File: config.mk
export PLATFORM = sky130hd
export DESIGN_NAME = uart_tx_arbiter_flat
export DESIGN_NICKNAME = d
export VERILOG_FILES = /design/src/rtl/uart_arb_pkg.sv /design/src/rtl/uart_tx_arbiter_if.sv /design/src/rtl/uart_tx_arbiter_rr_pick.sv /design/src/rtl/uart_tx_arbiter.sv /design/src/flat_wrapper.sv
export SDC_FILE = /design/constraint.sdc
export NUM_CORES = 1
export LEC_CHECK = 0
export BUFFER_PORTS_ARGS = -buffer_cell sky130_fd_sc_hd__buf_4
export CORE_MARGIN = 10
export CORE_UTILIZATION = 45
export CTS_CLUSTER_SIZE = 8
export DETAILED_ROUTE_END_ITERATION = 7
export PLACE_DENSITY = 0.77
export SYNTH_ARGS = -nofsm -noshare
export SYNTH_HDL_FRONTEND = slang
export SYNTH_SLANG_ARGS = --single-unit
File: constraint.sdc
create_clock -name clk -period 3 [get_ports clk]
set_input_delay 0.15 -clock clk [delete_from_list [all_inputs] [get_ports clk]]
set_output_delay 0.15 -clock clk [all_outputs]
set_load 0.005 [all_outputs]
File: src/rtl/uart_arb_pkg.sv
// Shared types and constants for the UART transmit arbiter.
// Latency: none (declarations only).
// Backpressure: none (declarations only).
package uart_arb_pkg;

    localparam int UART_BYTE_W = 8;

    // Arbiter FSM encoding; values are fixed so waveforms decode the same everywhere.
    typedef enum logic [2:0] {
        IDLE   = 3'd0,
        ACCEPT = 3'd1,
        STROBE = 3'd2,
        GUARD  = 3'd3,
        DRAIN  = 3'd4
    } arb_state_e;

endpackage

File: src/rtl/uart_tx_arbiter_if.sv
// Requester and buart-facing signal bundle for uart_tx_arbiter.
// Latency: none (wires only).
// Backpressure: req_ready carries it back to the requesters; uart_busy stalls the arbiter.
interface uart_tx_arbiter_if #(
    parameter int NUM_REQ = 4
);
    import uart_arb_pkg::*;

    logic [NUM_REQ-1:0]             req_valid;
    logic [UART_BYTE_W*NUM_REQ-1:0] req_data;
    logic [NUM_REQ-1:0]             req_last;
    logic [NUM_REQ-1:0]             req_ready;
    logic [NUM_REQ-1:0]             grant;
    logic                           uart_wr;
    logic [UART_BYTE_W-1:0]         uart_tx_data;
    logic                           uart_busy;
    logic                           timeout_err;

    // Requesters plus the buart: they drive bytes and busy, observe grant and strobe.
    modport master (
        output req_valid, req_data, req_last, uart_busy,
        input  req_ready, grant, uart_wr, uart_tx_data, timeout_err
    );

    // The arbiter itself.
    modport slave (
        input  req_valid, req_data, req_last, uart_busy,
        output req_ready, grant, uart_wr, uart_tx_data, timeout_err
    );

endinterface

File: src/rtl/uart_tx_arbiter_rr_pick.sv
// Round-robin picker: first set request at or after the pointer, wrapping.
// Latency: purely combinational.
// Backpressure: none; win_o is zero when no request is set.
module uart_tx_arbiter_rr_pick #(
    parameter  int N  = 4,
    localparam int IW = $clog2(N)
) (
    input  logic [N-1:0]  req_i,
    input  logic [IW-1:0] ptr_i,
    output logic [N-1:0]  win_o,
    output logic [IW-1:0] idx_o
);

    logic [N-1:0]  rot;
    logic [IW-1:0] off;
    logic [IW:0]   sum;
    logic          found;

    // Rotate the doubled request vector so the pointer lands on bit 0, take the
    // lowest set bit, then add the pointer back modulo N to recover the index.
    always_comb begin
        rot   = N'({req_i, req_i} >> ptr_i);
        found = 1'b0;
        off   = '0;
        for (int j = 0; j < N; j++) begin
            if (!found && rot[j]) begin
                found = 1'b1;
                off   = IW'(j);
            end
        end
        sum = {1'b0, ptr_i} + {1'b0, off};
        if (sum >= (IW+1)'(N)) begin
            sum = sum - (IW+1)'(N);
        end
        idx_o = sum[IW-1:0];
        win_o = found ? (N'(1) << idx_o) : '0;
    end

endmodule

File: src/rtl/uart_tx_arbiter.sv
// Shares one buart transmitter among NUM_REQ byte streams, round-robin, locked per packet.
// Latency: handshake at cycle t gives uart_wr at t+1; at least 4 cycles per byte plus busy time.
// Backpressure: req_ready only in ACCEPT with busy low; optional UART_ARB_TIMEOUT_EN abandons stalled packets.
module uart_tx_arbiter
    import uart_arb_pkg::*;
#(
    parameter int NUM_REQ        = 4,
    parameter int TIMEOUT_CYCLES = 1_000_000
) (
    input  logic             clk,
    input  logic             reset,
    uart_tx_arbiter_if.slave bus
);

    localparam int IW = $clog2(NUM_REQ);

    // Reject configurations the picker and counter are not built for.
    if (NUM_REQ < 2 || NUM_REQ > 8 || TIMEOUT_CYCLES < 1) begin : g_param_check
        $error("uart_tx_arbiter: NUM_REQ must be 2..8 and TIMEOUT_CYCLES >= 1");
    end

    arb_state_e             state_q, state_d;
    logic [NUM_REQ-1:0]     grant_q, grant_d;
    logic [IW-1:0]          idx_q, idx_d;
    logic [IW-1:0]          rr_ptr_q, rr_ptr_d;
    logic [UART_BYTE_W-1:0] data_q, data_d;
    logic                   last_q, last_d;

    logic [NUM_REQ-1:0]     win;
    logic [IW-1:0]          win_idx;
    logic [NUM_REQ-1:0]     ready;
    logic                   hs;
    logic [IW-1:0]          next_ptr;
    logic [UART_BYTE_W-1:0] sel_data;
    logic                   sel_last;

`ifdef UART_ARB_TIMEOUT_EN
    localparam int CNT_W = $clog2(TIMEOUT_CYCLES + 1);
    localparam logic [CNT_W-1:0] TO_LAST = CNT_W'(TIMEOUT_CYCLES - 1);

    logic [CNT_W-1:0] cnt_q, cnt_d;
    logic             to_err_q, to_err_d;
`endif

    uart_tx_arbiter_rr_pick #(.N(NUM_REQ)) u_rr_pick (
        .req_i (bus.req_valid),
        .ptr_i (rr_ptr_q),
        .win_o (win),
        .idx_o (win_idx)
    );

    // Only the owner may hand over a byte, and only when the buart can take one.
    assign ready    = {NUM_REQ{(state_q == ACCEPT) && !bus.uart_busy}} & grant_q & bus.req_valid;
    assign hs       = |ready;
    // The pointer moves past the owner so a chatty requester cannot starve the others.
    assign next_ptr = (idx_q == IW'(NUM_REQ - 1)) ? '0 : idx_q + 1'b1;

    assign bus.req_ready    = ready;
    assign bus.grant        = grant_q;
    assign bus.uart_wr      = (state_q == STROBE);
    assign bus.uart_tx_data = data_q;
`ifdef UART_ARB_TIMEOUT_EN
    assign bus.timeout_err  = to_err_q;
`else
    assign bus.timeout_err  = 1'b0;
`endif

    // Mux the granted requester's byte and last tag out of the packed buses.
    always_comb begin
        sel_data = '0;
        sel_last = 1'b0;
        for (int i = 0; i < NUM_REQ; i++) begin
            if (grant_q[i]) begin
                sel_data = bus.req_data[i*UART_BYTE_W +: UART_BYTE_W];
                sel_last = bus.req_last[i];
            end
        end
    end

    // Next-state logic: grant, accept one byte, strobe, wait out busy, repeat until last.
    always_comb begin
        state_d  = state_q;
        grant_d  = grant_q;
        idx_d    = idx_q;
        rr_ptr_d = rr_ptr_q;
        data_d   = data_q;
        last_d   = last_q;
`ifdef UART_ARB_TIMEOUT_EN
        cnt_d    = cnt_q;
        to_err_d = 1'b0;
`endif
        case (state_q)
            IDLE: begin
                if (|bus.req_valid) begin
                    grant_d = win;
                    idx_d   = win_idx;
                    state_d = ACCEPT;
`ifdef UART_ARB_TIMEOUT_EN
                    cnt_d   = '0;
`endif
                end
            end
            ACCEPT: begin
                if (hs) begin
                    data_d  = sel_data;
                    last_d  = sel_last;
                    state_d = STROBE;
                end
`ifdef UART_ARB_TIMEOUT_EN
                else if (cnt_q == TO_LAST) begin
                    // Owner went quiet mid-packet: drop the lock and let others in.
                    to_err_d = 1'b1;
                    grant_d  = '0;
                    rr_ptr_d = next_ptr;
                    state_d  = IDLE;
                end else begin
                    cnt_d = cnt_q + 1'b1;
                end
`endif
            end
            STROBE: state_d = GUARD;
            // buart raises busy a cycle after wr, so busy is not trusted here.
            GUARD:  state_d = DRAIN;
            DRAIN: begin
                if (!bus.uart_busy) begin
                    if (last_q) begin
                        grant_d  = '0;
                        rr_ptr_d = next_ptr;
                        state_d  = IDLE;
                    end else begin
                        state_d  = ACCEPT;
`ifdef UART_ARB_TIMEOUT_EN
                        cnt_d    = '0;
`endif
                    end
                end
            end
            default: state_d = IDLE;
        endcase
    end

    // State, grant and captured-byte registers.
    always_ff @(posedge clk) begin
        if (reset) begin
            state_q  <= IDLE;
            grant_q  <= '0;
            idx_q    <= '0;
            rr_ptr_q <= '0;
            data_q   <= '0;
            last_q   <= 1'b0;
        end else begin
            state_q  <= state_d;
            grant_q  <= grant_d;
            idx_q    <= idx_d;
            rr_ptr_q <= rr_ptr_d;
            data_q   <= data_d;
            last_q   <= last_d;
        end
    end

`ifdef UART_ARB_TIMEOUT_EN
    // Stall counter and the one-cycle abandon pulse.
    always_ff @(posedge clk) begin
        if (reset) begin
            cnt_q    <= '0;
            to_err_q <= 1'b0;
        end else begin
            cnt_q    <= cnt_d;
            to_err_q <= to_err_d;
        end
    end
`endif

endmodule

File: src/flat_wrapper.sv
// flat-port wrapper written by rule: the top's interface ports become plain ports
module uart_tx_arbiter_flat import uart_arb_pkg::*;
#(
    parameter int NUM_REQ        = 4,
    parameter int TIMEOUT_CYCLES = 1_000_000
)
  (clk, reset, bus_req_valid, bus_req_data, bus_req_last, bus_uart_busy, bus_req_ready, bus_grant, bus_uart_wr, bus_uart_tx_data, bus_timeout_err);
  uart_tx_arbiter_if #(.NUM_REQ(NUM_REQ)) bus_i ();
  input  logic clk;
  input  logic reset;
  input wire logic [$bits(bus_i.req_valid)-1:0] bus_req_valid;
  input wire logic [$bits(bus_i.req_data)-1:0] bus_req_data;
  input wire logic [$bits(bus_i.req_last)-1:0] bus_req_last;
  input wire logic [$bits(bus_i.uart_busy)-1:0] bus_uart_busy;
  output wire logic [$bits(bus_i.req_ready)-1:0] bus_req_ready;
  output wire logic [$bits(bus_i.grant)-1:0] bus_grant;
  output wire logic [$bits(bus_i.uart_wr)-1:0] bus_uart_wr;
  output wire logic [$bits(bus_i.uart_tx_data)-1:0] bus_uart_tx_data;
  output wire logic [$bits(bus_i.timeout_err)-1:0] bus_timeout_err;
  assign bus_i.req_valid = bus_req_valid;
  assign bus_i.req_data = bus_req_data;
  assign bus_i.req_last = bus_req_last;
  assign bus_i.uart_busy = bus_uart_busy;
  assign bus_req_ready = bus_i.req_ready;
  assign bus_grant = bus_i.grant;
  assign bus_uart_wr = bus_i.uart_wr;
  assign bus_uart_tx_data = bus_i.uart_tx_data;
  assign bus_timeout_err = bus_i.timeout_err;
  uart_tx_arbiter #(.NUM_REQ(NUM_REQ), .TIMEOUT_CYCLES(TIMEOUT_CYCLES)) u_core (.clk(clk), .reset(reset), .bus(bus_i));
endmodule
==> results.json <==
{
  "path_delay_family": "simple AND/OR/NAND/NOR gates",
  "regArea_sq_um": 400,
  "syn2layout_area_growth_pct": 34.3,
  "rr_startpoint": "u_core.rr_ptr_q[0]",
  "route.detailed.drc": 0,
  "final_cells": 255,
  "period_share_pct": 73.4,
  "route.vias.total": 1524,
  "endpoint_kind": "flop",
  "grt-ovfl-total": 0,
  "status": "complete, no violations",
  "syn_avg_cell_area_sq_um": 7.80,
  "worst-path-stages": 6,
  "worstSetupEndpoint": "u_core.bus.grant[0]",
  "cts_buffer_depth": 2,
  "rsz0062_at_grt": "false",
  "cp_num_buf_inv": 0,
  "start_util_pct": 48.3,
  "static-leakage-power_nw": 0.814,
  "netlist_instances": 175,
  "vdd_drop_max_mv": 0.201,
  "vias_per_cell": 5.98,
  "setup_viol": 0,
  "p_per_area_nw_per_um2": 358,
  "grt_pass1_vias": 1413,
  "drtIter0Drc": 135,
  "gp_congestion": 0.830,
  "cpPeakStageDelay_ns": 0.55,
  "path_clk_slew_ns": 0.13,
  "multiInputGateArea_sq_um": 846,
  "r2r_slack_ns": 0.80,
  "ys_ff_latch": 20,
  "crit_chain": "or4_1 -> nand3_1 -> ha_1 -> or4_1 -> a21oi_1 -> a221o_1",
  "grt_antenna_before_repair": 0,
  "rows": 19,
  "die_w_microns": 75.1,
  "cpMaxStageDelayCell": "or4_1",
  "clock_skew_ns": 0.0154,
  "cp_common_cell": "or4_1",
  "cts_resized": 0,
  "startpoint": "u_core.rr_ptr_q[0]",
  "core_area_sq_um": 2830,
  "holdBufCountCts": 0,
  "drt_pass1_iterations": 4,
  "drv_slew": 0,
  "syn_area_sq_um": 1370,
  "clock-root-buffer": "clkbuf_4",
  "dieArea_sq_um": 5640,
  "rr_worst_depth": 6,
  "drv_cap": 0,
  "portBuffers": 59,
  "r2r_end": "u_core.bus.grant[0]",
  "die_h_microns": 75.1,
  "worstMarginPinSlew_ns": 0.705,
  "drive_gt1_share_pct": 31.3,
  "grt_pass1_wl_microns": 6760,
  "boundaryPins": 61,
  "dp_cells": 251,
  "clk_latency_ns": 0.31,
  "final_common_cell": "buf_4",
  "wire_per_inst_microns": 17.3,
  "startpoint_type": "flop",
  "post-route-util_pct": 64.8,
  "slew-limit-headroom_pct": 52.9,
  "power.total_mw": 0.657,
  "post-dp-hpwl_microns": 3530,
  "finalHoldViolations": 0,
  "cts_tree": "yes",
  "wl_microns": 4420,
  "globalRouteTotalUtil_pct": 15.3,
  "hold_slack_ns": 0.159,
  "critPathMaxFanout": 11,
  "synth_seq_area_share_pct": 29.3,
  "numCtsBuffers": 3,
  "ant_nets": 0,
  "syn_nets": 220,
  "filler_cell_count": 264,
  "cp.required_ns": 3.25,
  "crit_type": "flop to flop",
  "fin_setup_tns_ns": 0,
  "hp-class": "input port to flop",
  "final_cell_mix": "buf_4, dfxtp_1, nor2_1",
  "period_needed_ns": 2.20,
  "worstPathArrival_ns": 2.45,
  "cts.sinks": 20,
  "nets": 270,
  "fmax_ghz": 0.454,
  "postCtsSetupBuffers": 0,
  "ctsHtreeMaxLevel": 1,
  "grt_max_degree": 22,
  "antenna_cells": 0,
  "synth_cell_type_count": 42,
  "yosysWarnings": 0
}
[Yosys cell counts, drive strengths merged]
master	n	area [sq um]
a211oi	2	20.0
a21o	2	15.0
a21oi	15	75.1
a221o	10	100
a221oi	9	78.8
a311oi	1	8.76
a31oi	2	12.5
and3	4	35.0
and4b	1	10.0
buf	7	43.8
clkbuf	8	30.0
conb	1	3.75
dfxtp	20	400
ha	2	25.0
inv	12	45.0
mux2i	1	10.0
nand2	12	45.0
nand2b	2	12.5
nand3	5	25.0
nand4b	1	8.76
nor2	16	60.1
nor2b	2	12.5
nor3	9	45.0
nor3b	2	15.0
nor4	3	25.0
nor4b	3	41.3
o211ai	7	52.6
o21a	1	7.51
o21ai	6	30.0
o22ai	1	6.26
o32a	1	10.0
or3	2	12.5
or4	4	33.8
xnor2	1	8.76
[state kept, by name, indices dropped and copies added, names as in the netlist]
signal / cells
u_core.idx_q: 2
u_core.bus.grant: 4
u_core.bus.uart_tx_data: 8
u_core.state_q: 3
u_core.rr_ptr_q: 2
u_core.last_q: 1
[worst min path at each step]
stage	startpoint	to	slack, ns	depth (start not counted)
2_1_floorplan	bus_uart_busy	u_core.state_q[2]	0.31	2
3_3_place_gp	bus_uart_busy	u_core.state_q[2]	0.45	3
3_5_place_dp	bus_uart_busy	u_core.state_q[2]	0.47	3
4_1_cts	reset	u_core.state_q[0]	0.16	2
5_1_grt	reset	u_core.state_q[0]	0.17	2
6_report	reset	u_core.last_q	0.16	2
[cells by family after synthesis]
kind of cell	count (synthesis)	share of synthesized area, %
buffers and inverters	27	8.71
adders and majority gates	2	1.83
and+or+nand+nor	66	28.0
muxes	1	0.733
other	1	0.275
xor gates and xnor gates	1	0.642
DFF	20	29.3
AOI/OAI and AO/OA	57	30.5
[power by group]
part,switching [mW],internal (mW),leakage (nW),total (mW)
logic,0.0617,0.0797,0.624,0.141
clock network,0.0867,0.135,0.0279,0.222
registers,0.0165,0.277,0.163,0.294
[layer usage]
layer  GRT usage [%]  vias up  wire length [microns]
met1            19.4      719                   1910
met5               0        -                      0
li1                -      759                      -
met3            3.81        4                    261
met2            25.0       42                   2210
met4            4.41        0                     34
[through the flow]
stage | area [sq um] | setup WS, ns
2_1_floorplan | 1370 | 0.850
3_3_place_gp | 1780 | 0.893
3_5_place_dp | 1780 | 0.833
4_1_cts | 1830 | 0.806
5_1_grt | 1830 | 0.506
6_report | 1830 | 0.798
[layout make-up]
cell class,instances,area share [%]
flip-flops and latches,20,21.8
multi-input cells,128,46.1
inverters,12,2.46
clock inverters,1,1.64
clock buffers,3,1.23
well taps,31,2.12
repair buffers,60,24.6
Note: power is estimated with default switching activity, not from simulation.
